`config.mk`:
```
export PLATFORM = sky130hd
export DESIGN_NAME = adc_capture_ctrl
export DESIGN_NICKNAME = d
export VERILOG_FILES = /design/src/rtl/adc_capture_pkg.sv /design/src/rtl/adc_beat_fifo.sv /design/src/rtl/adc_capture_ctrl.sv
export SDC_FILE = /design/constraint.sdc
export NUM_CORES = 2
export LEC_CHECK = 0
export ABC_AREA = 1
export BUFFER_PORTS_ARGS = -buffer_cell sky130_fd_sc_hd__buf_2
export CAP_MARGIN = 20
export CORE_MARGIN = 2
export CORE_UTILIZATION = 40
export CTS_CLUSTER_DIAMETER = 50
export DETAILED_ROUTE_END_ITERATION = 16
export GPL_TIMING_DRIVEN = 0
export PLACE_DENSITY = 0.67
export SLEW_MARGIN = 10
export SYNTH_ARGS = -nofsm -noshare
export SYNTH_HDL_FRONTEND = slang
export SYNTH_HIERARCHICAL = 1
export SYNTH_SLANG_ARGS = --single-unit
```
`constraint.sdc`:
```
create_clock -name pl_clk -period 24.3 [get_ports pl_clk]
set_input_delay 1.215 -clock pl_clk [delete_from_list [all_inputs] [get_ports pl_clk]]
set_output_delay 1.215 -clock pl_clk [all_outputs]
set_load 0.03 [all_outputs]
```
`src/rtl/adc_capture_pkg.sv`:
```
// Shared constants for the ADC capture engine: FSM encoding, gpio field layout
// and a counter-width helper.
package adc_capture_pkg;

  localparam logic [1:0] StIdle    = 2'd0;
  localparam logic [1:0] StCapture = 2'd1;
  localparam logic [1:0] StDrain   = 2'd2;

  localparam int unsigned DECIM_LSB = 0;
  localparam int unsigned DECIM_W   = 4;

  // Width of a counter holding 0..n-1; never narrower than one bit.
  function automatic int unsigned cnt_width(input int unsigned n);
    return (n > 1) ? $clog2(n) : 1;
  endfunction

endpackage

```
`src/rtl/adc_beat_fifo.sv`:
```
// Show-ahead synchronous FIFO for captured ADC beats; rdata is the current head.
module adc_beat_fifo
  import adc_capture_pkg::*;
#(
  parameter int unsigned WIDTH = 129,
  parameter int unsigned DEPTH = 16
) (
  input  logic                          clk,
  input  logic                          rst_n,
  input  logic                          push,
  input  logic [WIDTH-1:0]              wdata,
  input  logic                          pop,
  output logic [WIDTH-1:0]              rdata,
  output logic                          full,
  output logic                          empty,
  output logic [cnt_width(DEPTH):0]     count
);

  localparam int unsigned AW = cnt_width(DEPTH);

  logic [WIDTH-1:0] mem [DEPTH];
  logic [AW:0]      wr_ptr_q, rd_ptr_q;
  logic             do_push, do_pop;

  always_comb begin
    count   = wr_ptr_q - rd_ptr_q;
    empty   = (count == '0);
    full    = (count == (AW+1)'(DEPTH));
    do_pop  = pop && !empty;
    // A full FIFO still accepts a write in the cycle its head is popped.
    do_push = push && (!full || do_pop);
    rdata   = mem[rd_ptr_q[AW-1:0]];
  end

  always_ff @(posedge clk) begin
    if (do_push) begin
      mem[wr_ptr_q[AW-1:0]] <= wdata;
    end
  end

  always_ff @(posedge clk or negedge rst_n) begin
    if (!rst_n) begin
      wr_ptr_q <= '0;
      rd_ptr_q <= '0;
    end else begin
      if (do_push) wr_ptr_q <= wr_ptr_q + (AW+1)'(1);
      if (do_pop)  rd_ptr_q <= rd_ptr_q + (AW+1)'(1);
    end
  end

endmodule

```
`src/rtl/adc_capture_ctrl.sv`:
```
// Multi-channel ADC capture engine: trigger-armed, decimating capture into a beat FIFO,
// streamed LSB-first at PS width with TLAST on the last stored beat.
module adc_capture_ctrl
  import adc_capture_pkg::*;
#(
  parameter int unsigned N_CH          = 2,
  parameter int unsigned IN_W          = 128,
  parameter int unsigned OUT_W         = 32,
  parameter int unsigned CAPTURE_BEATS = 8,
  parameter int unsigned FIFO_DEPTH    = 16,
  parameter int unsigned TRIG_BIT      = 15,
  parameter int unsigned SEL_W         = 2
) (
  input  logic                   pl_clk,
  input  logic                   rst,
  input  logic [15:0]            gpio_ctrl,
  input  logic [SEL_W-1:0]       select_in,
  input  logic [N_CH*IN_W-1:0]   s_axis_tdata,
  input  logic                   s_axis_tvalid,
  output logic                   s_axis_tready,
  output logic [OUT_W-1:0]       m_axis_tdata,
  output logic                   m_axis_tvalid,
  input  logic                   m_axis_tready,
  output logic                   m_axis_tlast,
  output logic                   busy,
  output logic                   overflow,
  output logic                   done
);

  localparam int unsigned RATIO  = IN_W / OUT_W;
  localparam int unsigned WORD_W = cnt_width(RATIO);
  localparam int unsigned BEAT_W = cnt_width(CAPTURE_BEATS);
  localparam int unsigned CH_W   = cnt_width(N_CH);
  localparam int unsigned CNT_W  = cnt_width(FIFO_DEPTH) + 1;

  localparam logic [WORD_W-1:0] LAST_WORD = WORD_W'(RATIO - 1);
  localparam logic [BEAT_W-1:0] LAST_BEAT = BEAT_W'(CAPTURE_BEATS - 1);

  logic [N_CH*IN_W-1:0] adc_data_q;
  logic                 adc_valid_q;
  logic                 trig_q;
  logic [1:0]           state_q, state_d;
  logic [CH_W-1:0]      chan_q, chan_sel;
  logic [DECIM_W-1:0]   decim_q, dec_cnt_q;
  logic [BEAT_W-1:0]    beat_cnt_q;
  logic                 overflow_q, drop_last_q, done_q;
  logic [WORD_W-1:0]    word_q;

  logic                 start, keep, push, drop, final_kept, pop;
  logic [IN_W-1:0]      adc_beat;
  logic [OUT_W-1:0]     head_word;
  logic [IN_W:0]        fifo_rdata;
  logic                 fifo_full, fifo_empty;
  logic [CNT_W-1:0]     fifo_count;
  logic                 unused_gpio;

  assign unused_gpio = ^gpio_ctrl;

  always_comb begin
    chan_sel = '0;
    if (32'(select_in) < N_CH) chan_sel = CH_W'(select_in);

    adc_beat = '0;
    for (int unsigned c = 0; c < N_CH; c++) begin
      if (chan_q == CH_W'(c)) adc_beat = adc_data_q[c*IN_W +: IN_W];
    end

    head_word = '0;
    for (int unsigned k = 0; k < RATIO; k++) begin
      if (word_q == WORD_W'(k)) head_word = fifo_rdata[k*OUT_W +: OUT_W];
    end
  end

  always_comb begin
    m_axis_tvalid = !fifo_empty;
    pop           = m_axis_tvalid && m_axis_tready && (word_q == LAST_WORD);
    start         = (state_q == StIdle) && gpio_ctrl[TRIG_BIT] && !trig_q;
    keep          = (state_q == StCapture) && adc_valid_q && (dec_cnt_q == '0);
    push          = keep && (!fifo_full || pop);
    drop          = keep && !push;
    final_kept    = keep && (beat_cnt_q == LAST_BEAT);

    state_d = state_q;
    case (state_q)
      StIdle:    if (start) state_d = StCapture;
      StCapture: if (final_kept) state_d = StDrain;
      StDrain:   if (fifo_empty) state_d = StIdle;
      default:   state_d = StIdle;
    endcase
  end

  adc_beat_fifo #(
    .WIDTH (IN_W + 1),
    .DEPTH (FIFO_DEPTH)
  ) u_fifo (
    .clk   (pl_clk),
    .rst_n (rst),
    .push  (push),
    .wdata ({final_kept, adc_beat}),
    .pop   (pop),
    .rdata (fifo_rdata),
    .full  (fifo_full),
    .empty (fifo_empty),
    .count (fifo_count)
  );

  always_ff @(posedge pl_clk or negedge rst) begin
    if (!rst) begin
      adc_data_q  <= '0;
      adc_valid_q <= 1'b0;
      trig_q      <= 1'b0;
      state_q     <= StIdle;
      chan_q      <= '0;
      decim_q     <= '0;
      dec_cnt_q   <= '0;
      beat_cnt_q  <= '0;
      overflow_q  <= 1'b0;
      drop_last_q <= 1'b0;
      done_q      <= 1'b0;
      word_q      <= '0;
    end else begin
      adc_data_q  <= s_axis_tdata;
      adc_valid_q <= s_axis_tvalid;
      trig_q      <= gpio_ctrl[TRIG_BIT];
      state_q     <= state_d;
      done_q      <= (state_q == StDrain) && fifo_empty;

      if (start) begin
        chan_q      <= chan_sel;
        decim_q     <= gpio_ctrl[DECIM_LSB +: DECIM_W];
        dec_cnt_q   <= '0;
        beat_cnt_q  <= '0;
        overflow_q  <= 1'b0;
        drop_last_q <= 1'b0;
      end

      if ((state_q == StCapture) && adc_valid_q) begin
        dec_cnt_q <= (dec_cnt_q == decim_q) ? '0 : dec_cnt_q + DECIM_W'(1);
      end
      if (keep) beat_cnt_q <= beat_cnt_q + BEAT_W'(1);
      if (drop) overflow_q <= 1'b1;
      // Final kept beat lost to a full FIFO: the current tail must carry TLAST instead.
      if (drop && final_kept) drop_last_q <= 1'b1;

      if (m_axis_tvalid && m_axis_tready) begin
        word_q <= (word_q == LAST_WORD) ? '0 : word_q + WORD_W'(1);
      end
    end
  end

  always_comb begin
    s_axis_tready = 1'b1;
    m_axis_tdata  = m_axis_tvalid ? head_word : '0;
    m_axis_tlast  = m_axis_tvalid && (word_q == LAST_WORD) &&
                    (fifo_rdata[IN_W] || (drop_last_q && (fifo_count == CNT_W'(1))));
    busy          = (state_q != StIdle);
    overflow      = overflow_q;
    done          = done_q;
  end

endmodule

```
# --- Word level (Yosys, flattened, before mapping) ---
# Memory sizes are Yosys's and may differ from the RTL's.
# Cells that the tools add are included.
classes:
  n_eq_ne: 12
  n_lt_le_gt_ge: 1
  n_div: 0
  n_reduce_logical: 33
  n_bitwise: 0
  multipliers: 0
  n_mux: 22
  shift: 0
  addsub: 6
ops:
  columns: ["operator", "count"]
  rows:
  - ["32-bit two-way mux", 5]
  - ["128-bit two-way mux", 1]
  - ["1-bit logical AND", 16]
  - ["4-bit two-way mux", 3]
  - ["5-bit by 1-bit adder with 5-bit output, second input constant", 2]
  - ["2-bit nonzero test", 5]
  - ["2-bit two-way mux", 4]
  - ["2-bit == test, second input constant", 3]
  - ["1-bit two-way mux", 6]
  - ["3-bit two-way mux", 2]
  - ["2-bit inequality test, second input constant", 3]
  - ["2-bit case mux with 3 select lines", 1]
  - ["5-bit by 1-bit == test with 1-bit output, second input constant", 1]
  - ["5-bit == test, second input constant", 1]
  - ["5-bit zero test", 1]
  - ["5-bit subtractor", 1]
  - ["4-bit by 1-bit adder with 4-bit output, second input constant", 1]
  - ["2-bit by 1-bit == test with 1-bit output, second input constant", 2]
  - ["4-bit == test", 1]
  - ["1-bit zero test", 4]
  - ["2-bit zero test", 2]
  - ["4-bit zero test", 1]
  - ["3-bit by 1-bit adder with 3-bit output, second input constant", 1]
  - ["3-bit == test, second input constant", 1]
  - ["4 further kinds", 6]
totals:
  out_inout_bits: 38
  latch_bits: 0
  in_bits: 278
  reg_bits: 287
  mem_bits_ro: 0
  word_cells: 89
  n_memories: 1
  mem_bits_rw: 2064
memory_table:
  columns: ["name", "words", "word_bits", "read_ports", "rd_clocked_by_memory_dff", "write_ports", "line", "text"]
  rows:
  - ["u_fifo.mem", 16, 129, 1, 0, 1, "adc_beat_fifo.sv:21", "logic [WIDTH-1:0] mem [DEPTH];"]

# --- Longest topological paths before layout ---
logic_depth:
  depth_word: 11
  depth_mapped: 20
  ltp_nobuf: 19

# --- By module ---
# Netlist, hierarchy kept.
by_module_without_submodules:
  columns: ["module", "cells_per_inst", "seq_area_each_um2", "area_each_um2", "n_inst"]
  rows:
  - ["adc_beat_fifo", 5980, 62229.7, 80825.0, 1]
  - ["adc_capture_ctrl", 752, 6931.6, 10203.5, 1]

# --- Worst setup path before layout ---
# OpenSTA, ideal clock, no wires.
synth_path:
  path_kind: "flip-flop to flip-flop"
  startpoint: "reg u_fifo.rd_ptr_q[1]"
  endpoint: "mem u_fifo.mem[0][0], enable pin"
  required_ns: 23.681
  setup_slack_ns: 15.447
  arrival_ns: 8.234
  path_stages_with_launch: 20
  setup_time_ns: 0.619
  synth_period_minus_slack_ns: 8.853
  path_cell_list: "dfrtp_1 -> inv_1 -> clkbuf_1 -> clkbuf_1 -> fa_1 -> nand3_1 -> nand2_1 -> nand2_1 -> nand2_1 -> inv_1 -> nand3_1 -> inv_1 -> inv_1 -> nand2_1 -> o21ai_0 -> inv_1 -> nor2_1 -> nand2_1 -> buf_4 -> nor2_1"
synth_via:
  elab_chain_cells: 10
  elab_cells_between_ends: 14
  cone_classes: "1 x add/sub; 1 x eq/ne; 2 x mux; 10 x reduce/logical"
synth_rtl:
  columns: ["item", "line", "text"]
  rows:
  - ["start, declared", "adc_beat_fifo.sv:22", "logic [AW:0] wr_ptr_q, rd_ptr_q;"]
  - ["start signal, assigned", "adc_beat_fifo.sv:47", "if (do_pop) rd_ptr_q <= rd_ptr_q + (AW+1)'(1);"]
  - ["5-bit subtractor", "adc_beat_fifo.sv:26", "count = wr_ptr_q - rd_ptr_q;"]
  - ["via fifo_count[4]", "adc_capture_ctrl.sv:54", "logic [CNT_W-1:0] fifo_count;"]
  - ["5-bit zero test", "adc_beat_fifo.sv:27", "empty = (count == '0);"]
  - ["via fifo_empty", "adc_capture_ctrl.sv:53", "logic fifo_full, fifo_empty;"]
  - ["1-bit zero test", "adc_capture_ctrl.sv:75", "m_axis_tvalid = !fifo_empty;"]
  - ["1-bit logical AND (2 in a row)", "adc_capture_ctrl.sv:76", "pop = m_axis_tvalid && m_axis_tready && (word_q == LAST_WORD);"]
  - ["1-bit logical OR", "adc_capture_ctrl.sv:79", "push = keep && (!fifo_full || pop);"]
  - ["1-bit logical AND", "adc_capture_ctrl.sv:79", null]
  - ["via push", "adc_capture_ctrl.sv:49", "logic start, keep, push, drop, final_kept, pop;"]
  - ["1-bit logical AND", "adc_beat_fifo.sv:31", "do_push = push && (!full || do_pop);"]
  - ["1-bit two-way mux", "adc_beat_fifo.sv:36", "if (do_push) begin"]
  - ["1-bit two-way mux (not written as such)", "adc_beat_fifo.sv:37", "mem[wr_ptr_q[AW-1:0]] <= wdata;"]
  - ["end, declared", "adc_beat_fifo.sv:21", null]
# The timed path passes the listed nets, and every way through them passes these cells.

# --- Worst setup path after layout ---
layout_path:
  startpoint: "reg u_fifo.rd_ptr_q[1]"
  endpoint: "out m_axis_tdata[26]"
layout_via:
  elab_cells_between_ends: 8
  cone_classes: "1 x add/sub; 5 x mux; 1 x reduce/logical; 1 x memory"
layout_rtl:
  columns: ["item", "line", "text"]
  rows:
  - ["5-bit subtractor", "adc_beat_fifo.sv:26", null]
  - ["via fifo_count[1]", "adc_capture_ctrl.sv:54", null]
  - ["5-bit zero test", "adc_beat_fifo.sv:27", null]
  - ["via fifo_empty", "adc_capture_ctrl.sv:53", null]
  - ["32-bit two-way mux", "adc_capture_ctrl.sv:153", "m_axis_tdata = m_axis_tvalid ? head_word : '0;"]
  - ["end, declared", "adc_capture_ctrl.sv:21", "output logic [OUT_W-1:0] m_axis_tdata,"]
# The timed path passes the listed nets, and every way through them passes these cells.

==> flow_summary.toml <==
[die]
dieArea_sq_mm = 0.231
dieWidth_um = 481
coreArea_sq_mm = 0.227
fp.dieH_um = 481
ios = 316
rows = 175
initial_core_util = 0.401

[logic_synthesis]
synth_fp_nets = 7028
synthSimpleGateAreaFrac = 0.0886
postSynthCellCount = 6732
yosys_warnings = 6
ys.flop_type = "edfxtp_1"
netlist_area_sq_mm = 0.0910
synth_top_family_by_area = "compound AO/OA/AOI/OAI gates"
yosysSeqAreaShare = 0.760
synth_cell_types = 34
postSynthAreaPerCell_sq_um = 13.5
synth_xor_area_frac = 0.000866
synth_adder_area_share = 0.00256
synthTopCellsByArea = "edfxtp_1 (68%), dfrtp_1 (7.9%), nor2_1 (5.5%)"
synthMuxAreaShare = 0.0158
synth_compound_area_frac = 0.104
synth_async_sr_flop_share = 0.122
yosysTopAreaCellShare = 0.681
netlist.top_cell.by_area = "edfxtp_1"
synth_seq_cells = 2351
synth_edf_count = 2064

[placement]
gp_congestion = 1.08
dp.cells = 10136
port_buffers = 303
place_hpwl_um = 178000
place_ws_ps = 17290

[clocking]
cts_tree = "yes"
clockRootBuffer = "clkbuf_16"
path_clk_slew_ps = 60
cts_setup_buffers = 0
clock_latency_ps = 960
cts.hold.buffers_added = 0
ctsResizeCount = 0
cts_buffers = 279
cts_max_path_buffers = 4
clkSinkCount = 2351
cts-htree-levels = 5

[worst_setup_path]
r2r_end = "u_fifo/mem[10][42]$_DFFE_PP_"
r2r_start = "u_fifo/rd_ptr_q[1]$_DFFE_PN0P_"
critPathMaxFanout = 11
crit_path_start_kind = "flip-flop"
endpoint_kind = "output pin"
crit_start = "u_fifo/rd_ptr_q[1]$_DFFE_PN0P_"
worstPathArrival_ps = 6340
r2r_slack_ps = 17080
critPathKind = "reg -> out"
rr_worst_depth = 23
worst-endpoint-required_ps = 23080

[final_layout]
seqCellArea_sq_mm = 0.0692
final_common_cell = "edfxtp_1"
multiInputGateArea_sq_mm = 0.0194
area_growth_pct = 17.9
fin_nets = 7704
stdcell_count = 10616
drive_gt1_frac = 0.153
fin_util = 0.473
nFillCells = 19560
final_cell_mix = "edfxtp_1 (2064), nor2_1 (1309), o21ai_0 (897)"

[timing]
finalSetupViolCount = 0
slew_headroom = 0.308
timing.fmax_mhz = 132
setup_tns_ps = 0
fin_skew_ps = 82.1
worst_slack_ps = 16750
finalHoldViolCount = 0
tightest_slew_ps = 1030
maxSlewViolCount = 0
period_needed_ps = 7550
rsz0062_at_grt = "false"
period_share = 0.311

[global_route]
grt_usage = 0.222
antenna_found_initial = 20
grtUsageMet1 = 0.299
met3_usage = 0.0490
gr-total-overflow = 0
grt_pass1_wl_um = 381000
grt_max_degree = 104
busiest_layer = "met2"
grt_pass1_vias = 57415
use_met2 = 0.342

[drt]
drt_pass1_iterations = 7
post_drt_wl_per_cell_um = 24.8
ant_nets = 0
drtIter0Drc = 7434
drc_errors = 0
vias = 59961
detail_route.vias_per_cell = 5.65
wl_um = 263000

[power]
p_per_area_mw_per_mm2 = 124
vdd_drop_max_mv = 0.0954
power_switching_uw = 4950
static-leakage-power_uw = 0.0364
pwr-share-clk = 0.305
swShare = 0.373
p_int_uw = 8320
power_frac_seq = 0.365
pwr-share-comb = 0.331
power_uw = 13300

[flow_run]
cap_violations = 0

[min_path]
hold_path.class = "in -> async"

[run_status]
outcome = "complete, no violations"
## per-stage QoR
stage	cell area, sq um	hold slack (ps)
after global placement	96300	474
final	107000	325
after floorplan	91000	449
after global routing	107000	332
after CTS	107000	312
after detailed placement	98500	501
## synth_stat cells, types with 14 or more instances
library cell,instances
nand3_1,309
buf_6,50
buf_2,103
clkbuf_1,234
mux2_2,128
o211ai_1,269
clkbuf_2,14
a21oi_1,55
buf_4,46
nor2_1,1325
dfrtp_1,287
inv_1,44
o22ai_1,258
o21ai_0,897
ha_1,17
nand2_1,398
o21ai_1,190
edfxtp_1,2064
## worst max-delay path, stage by stage (launching register included)
cell and delay (ps):
dfrtp_1 420, inv_1 420, clkbuf_1 530, clkbuf_1 560
fa_1 540, or2_2 320, nor2_1 150, nand3_1 300
inv_1 450, inv_1 260, nand2_1 360, inv_1 190
buf_2 220, nand2_1 110, o21ai_0 270, buf_2 290
## power by group through the flow
stage,clock network [uW],registers [uW],logic [uW]
after CTS,4100,4840,4300
after global routing,4260,4850,4650
after floorplan,0,4930,2370
after global placement,0,4970,4140
after detailed placement,0,4920,4270
final,4050,4840,4390
## routing by layer
layer,vias to the layer above,part of all wire
met3,596,0.10
li1,26161,-
met1,29869,0.39
met2,3317,0.46
met4,18,0.051
met5,-,0.00044
## area by class of cell
class                   instances  share of cell area
diodes                          4           0.0000933
well taps                    3009              0.0351
multi-input cells            3874               0.181
clock buffers                 344              0.0696
flip-flops and latches       2351               0.644
plain buffers                 459              0.0226
repair buffers                395              0.0331
inverters                      48             0.00170
clock inverters               132              0.0127
## logic make-up after synthesis
logic type	count (synthesis)
DFF	2351
buffers and inverters	507
adders and majority gates	18
muxes	128
and+or+nand+nor	2040
xor gates and xnor gates	9
AOI/OAI and AO/OA	1678
other	1
## sequential cells by signal (all words and copies together) (netlist names)
signal and count:
u_fifo/rd_ptr_q 5, decim_q 4, trig_q 1, beat_cnt_q 3, word_q 2, adc_valid_q 1
drop_last_q 1, adc_data_q 256, chan_q 1, u_fifo/wr_ptr_q 5, dec_cnt_q 4, state_q 2
overflow 1, u_fifo/mem 2064, done 1
## worst max path at each step
stage	endpoint	slack, ps
5_1_grt	m_axis_tdata[26]	16570
4_1_cts	m_axis_tdata[26]	16870
3_5_place_dp	u_fifo/mem[10][42]$_DFFE_PP_	17290
3_3_place_gp	u_fifo/mem[15][74]$_DFFE_PP_	7920
2_1_floorplan	u_fifo/mem[0][0]$_DFFE_PP_	15450
6_report	m_axis_tdata[26]	16750
No activity file was read; power rests on OpenSTA's default activity.
